**src/rtl/hash_msg_streamer.sv**
```systemverilog
// Buffers host message bytes and streams them to the hash core, then collects and checks the digest.
// Byte pops are registered (M one cycle after the pop); hosts are throttled by wr_ready when the FIFO is full.

module hash_msg_fifo #(
  parameter int DEPTH = 16,
  parameter int W     = 8
) (
  input  logic         clk,
  input  logic         rst_n,
  input  logic         i_push,
  input  logic [W-1:0] i_dat,
  input  logic         i_pop,
  output logic [W-1:0] o_dat,
  output logic         o_full,
  output logic         o_empty
);
  localparam int AW = (DEPTH > 1) ? $clog2(DEPTH) : 1;
  localparam int CW = AW + 1;

  logic [W-1:0]  r_mem [DEPTH];
  logic [AW-1:0] r_wptr;
  logic [AW-1:0] r_rptr;
  logic [CW-1:0] r_cnt;
  logic          w_push;
  logic          w_pop;

  assign o_full  = (r_cnt == CW'(DEPTH));
  assign o_empty = (r_cnt == '0);
  assign w_push  = i_push && !o_full;
  assign w_pop   = i_pop && !o_empty;
  assign o_dat   = r_mem[r_rptr];

  always_ff @(posedge clk) begin
    if (w_push) begin
      r_mem[r_wptr] <= i_dat;
    end
  end

  // Power-of-2 depth lets the pointers wrap by natural overflow.
  always_ff @(posedge clk or negedge rst_n) begin
    if (!rst_n) begin
      r_wptr <= '0;
      r_rptr <= '0;
      r_cnt  <= '0;
    end else begin
      if (w_push) begin
        r_wptr <= r_wptr + 1'b1;
      end
      if (w_pop) begin
        r_rptr <= r_rptr + 1'b1;
      end
      case ({w_push, w_pop})
        2'b10:   r_cnt <= r_cnt + 1'b1;
        2'b01:   r_cnt <= r_cnt - 1'b1;
        default: r_cnt <= r_cnt;
      endcase
    end
  end
endmodule

// Job sequencer: IDLE -> SEND/GAP per byte -> WAIT for hash_ready (bounded) -> DONE pulse.
// M_valid/M are registered; SEND stalls while the FIFO is empty.
module hash_msg_streamer #(
  parameter int FIFO_DEPTH = 16,
  parameter int GAP_W      = 4,
  parameter int TIMEOUT    = 64
) (
  input  logic             clk,
  input  logic             rst_n,
  input  logic             wr_valid,
  input  logic [7:0]       wr_data,
  output logic             wr_ready,
  input  logic             start,
  input  logic [63:0]      msg_len,
  input  logic [GAP_W-1:0] gap,
  input  logic             check_en,
  input  logic [31:0]      exp_digest,
  output logic             busy,
  output logic             done,
  output logic             match,
  output logic             timeout_err,
  output logic [31:0]      digest_out,
  output logic             M_valid,
  output logic [7:0]       M,
  output logic [63:0]      C_in,
  input  logic             hash_ready,
  input  logic [31:0]      digest_final
);
  localparam int TW = (TIMEOUT > 1) ? $clog2(TIMEOUT) : 1;
  localparam logic [TW-1:0] TMR_LAST = TW'(TIMEOUT - 1);

  localparam logic [2:0] S_IDLE = 3'd0;
  localparam logic [2:0] S_SEND = 3'd1;
  localparam logic [2:0] S_GAP  = 3'd2;
  localparam logic [2:0] S_WAIT = 3'd3;
  localparam logic [2:0] S_DONE = 3'd4;

  logic [2:0]       r_state;
  logic [63:0]      r_cnt;
  logic [GAP_W-1:0] r_gap;
  logic [GAP_W-1:0] r_gap_cnt;
  logic [TW-1:0]    r_timer;
  logic             r_check;
  logic [31:0]      r_exp;
  logic [63:0]      r_c_in;
  logic             r_m_valid;
  logic [7:0]       r_m;
  logic             r_match;
  logic             r_timeout;
  logic [31:0]      r_digest;

  logic             w_full;
  logic             w_empty;
  logic             w_pop;
  logic [7:0]       w_rd_dat;

  assign w_pop = (r_state == S_SEND) && (r_cnt != 64'd0) && !w_empty;

  hash_msg_fifo #(
    .DEPTH (FIFO_DEPTH),
    .W     (8)
  ) u_fifo (
    .clk     (clk),
    .rst_n   (rst_n),
    .i_push  (wr_valid),
    .i_dat   (wr_data),
    .i_pop   (w_pop),
    .o_dat   (w_rd_dat),
    .o_full  (w_full),
    .o_empty (w_empty)
  );

  assign wr_ready    = !w_full;
  assign busy        = (r_state != S_IDLE);
  assign done        = (r_state == S_DONE);
  assign match       = r_match;
  assign timeout_err = r_timeout;
  assign digest_out  = r_digest;
  assign M_valid     = r_m_valid;
  assign M           = r_m;
  assign C_in        = r_c_in;

  always_ff @(posedge clk or negedge rst_n) begin
    if (!rst_n) begin
      r_state   <= S_IDLE;
      r_cnt     <= '0;
      r_gap     <= '0;
      r_gap_cnt <= '0;
      r_timer   <= '0;
      r_check   <= 1'b0;
      r_exp     <= '0;
      r_c_in    <= '0;
      r_m_valid <= 1'b0;
      r_m       <= '0;
      r_match   <= 1'b0;
      r_timeout <= 1'b0;
      r_digest  <= '0;
    end else begin
      r_m_valid <= 1'b0;
      case (r_state)
        S_IDLE: begin
          if (start) begin
            r_c_in    <= msg_len;
            r_cnt     <= msg_len;
            r_gap     <= gap;
            r_check   <= check_en;
            r_exp     <= exp_digest;
            r_match   <= 1'b0;
            r_timeout <= 1'b0;
            r_digest  <= '0;
            r_state   <= S_SEND;
          end
        end
        S_SEND: begin
          // A zero count on SEND entry can only mean an empty message.
          if (r_cnt == 64'd0) begin
            r_m_valid <= 1'b1;
            r_m       <= 8'h00;
            r_timer   <= '0;
            r_state   <= S_WAIT;
          end else if (w_pop) begin
            r_m_valid <= 1'b1;
            r_m       <= w_rd_dat;
            r_cnt     <= r_cnt - 64'd1;
            if (r_cnt == 64'd1) begin
              r_timer <= '0;
              r_state <= S_WAIT;
            end else if (r_gap != '0) begin
              r_gap_cnt <= r_gap - 1'b1;
              r_state   <= S_GAP;
            end
          end
        end
        S_GAP: begin
          if (r_gap_cnt == '0) begin
            r_state <= S_SEND;
          end else begin
            r_gap_cnt <= r_gap_cnt - 1'b1;
          end
        end
        S_WAIT: begin
          if (hash_ready) begin
            r_digest <= digest_final;
            r_match  <= r_check && (digest_final == r_exp);
            r_state  <= S_DONE;
          end else if (r_timer == TMR_LAST) begin
            r_timeout <= 1'b1;
            r_digest  <= '0;
            r_match   <= 1'b0;
            r_state   <= S_DONE;
          end else begin
            r_timer <= r_timer + 1'b1;
          end
        end
        S_DONE: begin
          r_state <= S_IDLE;
        end
        default: begin
          r_state <= S_IDLE;
        end
      endcase
    end
  end
endmodule

```
**config.mk**
```make
export PLATFORM = sky130hd
export DESIGN_NAME = hash_msg_streamer
export DESIGN_NICKNAME = d
export VERILOG_FILES = /design/src/rtl/hash_msg_streamer.sv
export SDC_FILE = /design/constraint.sdc
export NUM_CORES = 1
export LEC_CHECK = 0
export ABC_AREA = 1
export ABC_CLOCK_PERIOD_IN_PS = 4610
export BUFFER_PORTS_ARGS = -buffer_cell sky130_fd_sc_hd__buf_2
export CORE_MARGIN = 10
export CORE_UTILIZATION = 42
export DETAILED_ROUTE_END_ITERATION = 10
export GPL_TIMING_DRIVEN = 0
export PLACE_DENSITY = 0.65
export SLEW_MARGIN = 15
export SYNTH_ARGS = -nofsm -noshare
export SYNTH_HDL_FRONTEND = slang
export SYNTH_HIERARCHICAL = 1
export SYNTH_SLANG_ARGS = --single-unit
```
**constraint.sdc**
```tcl
create_clock -name clk -period 4.61 [get_ports clk]
set_clock_uncertainty 0.05 [all_clocks]
set_input_delay 1.1525 -clock clk [delete_from_list [all_inputs] [get_ports clk]]
set_output_delay 1.1525 -clock clk [all_outputs]
set_load 0.05 [all_outputs]
```
### Word level (Yosys, flattened, before mapping)

Memory sizes are Yosys's and may differ from the RTL's.
Cells that the tools add are included.

| word-level totals | value |
|---|---|
| input port bits | 146 |
| RAM bits | 128 |
| bits in registers | 234 |
| output and inout bits | 110 |
| logic and storage cells | 121 |
| memories kept | 1 |

| operators by class | value |
|---|---|
| reduce and logical (&&, ||, !) cells | 28 |
| add/subtract/negate cells | 8 |
| equal/unequal tests | 24 |
| muxes and demuxes | 44 |

Memories:

| name | depth | bits a word | read ports | clocked after Yosys merged registers in | wr ports | line | source |
|---|---|---|---|---|---|---|---|
| u_fifo.r_mem | 16 | 8 | 1 | 0 | 1 | 20 | `logic [W-1:0] r_mem [DEPTH];` |

Operators by type and width:

| cell | count |
|---|---|
| $mux 64 | 3 |
| $pmux 64 s2 | 1 |
| $mux 32 | 3 |
| $eq 64x1->1 const B | 1 |
| $logic_not 64->1 | 1 |
| $pmux 32 s2 | 1 |
| $reduce_bool 64->1 | 1 |
| $sub 64x1->64 const B | 1 |
| $eq 32x32->1 | 1 |
| $mux 6 | 5 |
| $mux 3 | 8 |
| $mux 4 | 5 |
| $mux 8 | 2 |
| $ne 2x2->1 const B | 8 |
| $pmux 3 s4 | 1 |
| $pmux 6 s2 | 1 |
| $reduce_bool 2->1 | 6 |
| $mux 1 | 10 |
| $pmux 5 s2 | 1 |
| $reduce_and 5->1 | 2 |
| $add 4x1->4 const B | 2 |
| $pmux 4 s2 | 1 |
| $reduce_and 4->1 | 2 |
| $sub 4x1->4 const B | 2 |
| other kinds (25) | 35 |

### Logic depth before layout (Yosys ltp)

| depth | value |
|---|---|
| depth in word-level cells | 6 |
| depth in mapped cells | 22 |

### Hierarchy

Netlist, hierarchy kept.

By module, submodules not included:

| module | seq. area each (um2) | area each (um2) | cells each | instances |
|---|---|---|---|---|
| hash_msg_streamer | 5530.3 | 11741.3 | 1624 | 1 |
| hash_msg_fifo | 4169.0 | 6233.5 | 621 | 1 |

### Worst setup path after synthesis

OpenSTA, ideal clock, no wires.

| timing | value |
|---|---|
| kind | register to register |
| start point | register, netlist name r_cnt[0] |
| end point | register u_fifo.r_cnt[4] |
| setup slack | 1.607 ns |
| period minus slack after synthesis | 3.003 ns |
| data arrival time | 2.837 ns |
| setup time | 0.116 ns |
| cell stages (with the launch flop) | 19 |
| cells stage by stage | dfrtp_1 inv_1 ha_1 nand2_2 nor2_4 nand2_4 nor2_8 nand2_4 nand2_2 clkinv_1 nand2_1 inv_1 ha_1 ha_1 or2_2 nand3_1 nand2_1 nand2_1 nand2_1 |

RTL lines:

| element | line | source |
|---|---|---|
| to (signal assigned) | 53 | `2'b10: r_cnt <= r_cnt + 1'b1;` |
| to (signal assigned) | 54 | `2'b01: r_cnt <= r_cnt - 1'b1;` |
| to (signal assigned) | 55 | `default: r_cnt <= r_cnt;` |
| to (decl) | 23 | `logic [CW-1:0] r_cnt;` |

==> metrics.txt <==
outcome finished clean; Final Worst Setup Slack 0.915 ns; commonest non-fill, non-tap cell in the layout nand2_1; total power 16600 µW; core footprint 42100 µm²; max incr delay on CP 0.39 ns; Final Critical Period 3.69 ns; GR Util All Layers 22.9%; peak supply drop 0.000394 V; asr flop ratio synth 64.6%; cells on worst reg2reg path 18; CTS sink count 362; placement row count 75; Cell Area, Placed 20000 µm²; 1st-iter DRT viols 1534; Final HPWL DP 45500 µm; Yosys warning total 6; die height 227 µm; critical path class reg -> reg; critical path's slowest cell dfrtp_1; Num CTS Buffers 41; EDFF count, synth 128; Max Fclk 0.271 GHz; post-synthesis cell count 2245; post-DR vias/cell 5.15; largest net degree at the start of global routing 76; Setup violations, final 0; Hold Crit Class reg -> reg; cts hold-fix bufs 0; # DRC 0; post-route cell area 21500 µm²; clk_lat worst skew 0.58 ns; most frequent cells in the layout 878 x nand2_1, 280 x buf_2, 255 x nor2_1; Nets 2706; PD cells 774 nW/µm²; clk buf depth 3; critical path depth 18; ordered cell list for the critical path inv_1, ha_1, nand2_2, nor2_4, nand2_4, nor2_8, nand2_4, nand2_2, clkinv_1, nand2_1, inv_1, ha_1, ha_1, or2_2, nand3_1, nand2_1, nand2_1, nand2_1; wirelength, routed 59600 µm; hold path cells 2; RSZ-0062 raised after global routing false; DP Worst Slack 0.912 ns; total number of vias 16100; Mapped Nets 2405; vias in the first global route 15300; Max Slew Vio Count 0; first-pass GRT wire length 90600 µm; data arrival time of the worst path 4.09 ns; nature of the critical path endpoint register; Top cell by count, worst path nand2_1; IO Port Bufs 255; final hold vios 0; period utilization 80.1%; delay-heaviest family, CP simple AND/OR/NAND/NOR gates; #FFs+latches synth 362; Die X 227 µm; Reg clk slew, reported paths 0.06 ns; Die ar. 51500 µm²; area of the mapped netlist 18000 µm²; slew margin rel. 43.5%; global route total overflow 0; WP data required 5.00 ns; initial core utilization 42.7%; drt first pass iters 5; Detail Route Antenna Nets 0; setup repair bufs after CTS 0; crit path buf inv count 3; initial antenna violation count 3; Routed WL per cell 19.1 µm; H-tree depth 2; CP max FO 9; GP Congestion 0.962; Final TNS setup 0 ns; layout cells sized above 1 16.4%; cts repair resizes 0; synthesis-to-layout area growth 19.6%; Post-synth top flop dfrtp_1; Mean Syn Cell Area 8.01 µm²; sequential area share after synthesis 54.0%; Root Buffer clkbuf_16; total of max-cap violations 0; Leak 0.0105 µW; I/O Pins 256; Yosys cell types 39; worst slew pin tran 0.847 ns; crit start category register; TritonCTS clock tree done
==> cells in the mapped netlist (6+ instances only) <==
cell type	n	share of area, %
a22o_1	14	0.68
buf_2	26	0.72
o21ai_1	23	0.64
nand4_1	14	0.49
o21ai_0	108	3.0
inv_1	191	4.0
nor2_1	255	5.3
inv_2	6	0.13
buf_6	8	0.50
ha_1	13	0.90
a21oi_1	8	0.22
clkbuf_1	37	0.77
edfxtp_1	128	21
xor2_1	26	1.3
xnor2_1	18	0.88
nor3_1	8	0.22
or2_2	35	1.2
nand2_1	878	18
nand3_1	173	4.8
dfrtp_1	234	33
==> tightest hold or removal path, cell delays in order (launching register included) <==
cell     delay (ns)
dfrtp_1        0.34
nand2_1        0.05
nand2_1        0.04
==> registers in the layout, indices dropped and copies added, names as in the netlist, 3 cells and up <==
register / flops
u_fifo/r_cnt: 5
digest_out: 32
r_timer: 6
r_gap_cnt: 4
C_in: 64
u_fifo/r_rptr: 4
M: 8
u_fifo/r_wptr: 4
u_fifo/r_mem: 128
r_state: 3
r_gap: 4
r_cnt: 64
r_exp: 32
==> metrics by stage <==
step                      utilization (%)  hold WS (ns)  std cells
after floorplan                         -         0.386       2245
after global placement               47.3         0.399       3039
after detailed placement             47.5         0.405       3042
after CTS                            51.0         0.418       3118
after global routing                 51.0         0.433       3118
final                                51.0         0.415       3120
==> cell type report <==
type,count,area [µm²]
Clock inverter,18,278
Sequential cell,362,9700
Buffer,77,393
Multi-Input combinational cell,1607,7130
Clock buffer,58,1200
Antenna cell,2,5.00
Timing Repair Buffer,258,1370
Tap cell,539,674
Fill cell,4045,20600
Inverter,199,754
==> final timing paths <==
check / endpoint / from / slack [ns]
worst max-delay path: u_fifo/r_cnt[4]$_DFFE_PN0P_ / r_cnt[0]$_DFFE_PN0P_ / 0.92
worst min-delay path: C_in[56]$_DFFE_PN0P_ / C_in[56]$_DFFE_PN0P_ / 0.42
worst max register to register: u_fifo/r_cnt[4]$_DFFE_PN0P_ / r_cnt[0]$_DFFE_PN0P_ / 0.92
worst min register to register: C_in[56]$_DFFE_PN0P_ / C_in[56]$_DFFE_PN0P_ / 0.42
max in group asynchronous: C_in[7]$_DFFE_PN0P_ / rst_n / 2.99
min in group asynchronous: C_in[23]$_DFFE_PN0P_ / rst_n / 0.43
==> kinds of logic after synthesis <==
kind of cell | share of synthesized area, %
AND/OR/NAND/NOR | 31.3
flip-flops | 54.0
buffers and inverters | 6.38
AO/OA/AOI/OAI | 5.24
XOR/XNOR | 2.14
adder cells (fa/ha/maj) | 1.02
==> metal layers <==
layer	GRT usage (%)	routed length, µm
met5	0	13
met4	5.13	970
met3	4.56	4990
met2	35.3	26500
met1	32.7	27100
==> where the power goes <==
group	internal [µW]	leakage [µW]	switching, µW	total [µW]
clock	2170	0.000723	1380	3540
combinational	2140	0.00571	5710	7850
sequential	4450	0.00409	798	5250
total	8760	0.0105	7880	16600
No activity file was read; power rests on OpenSTA's default activity.
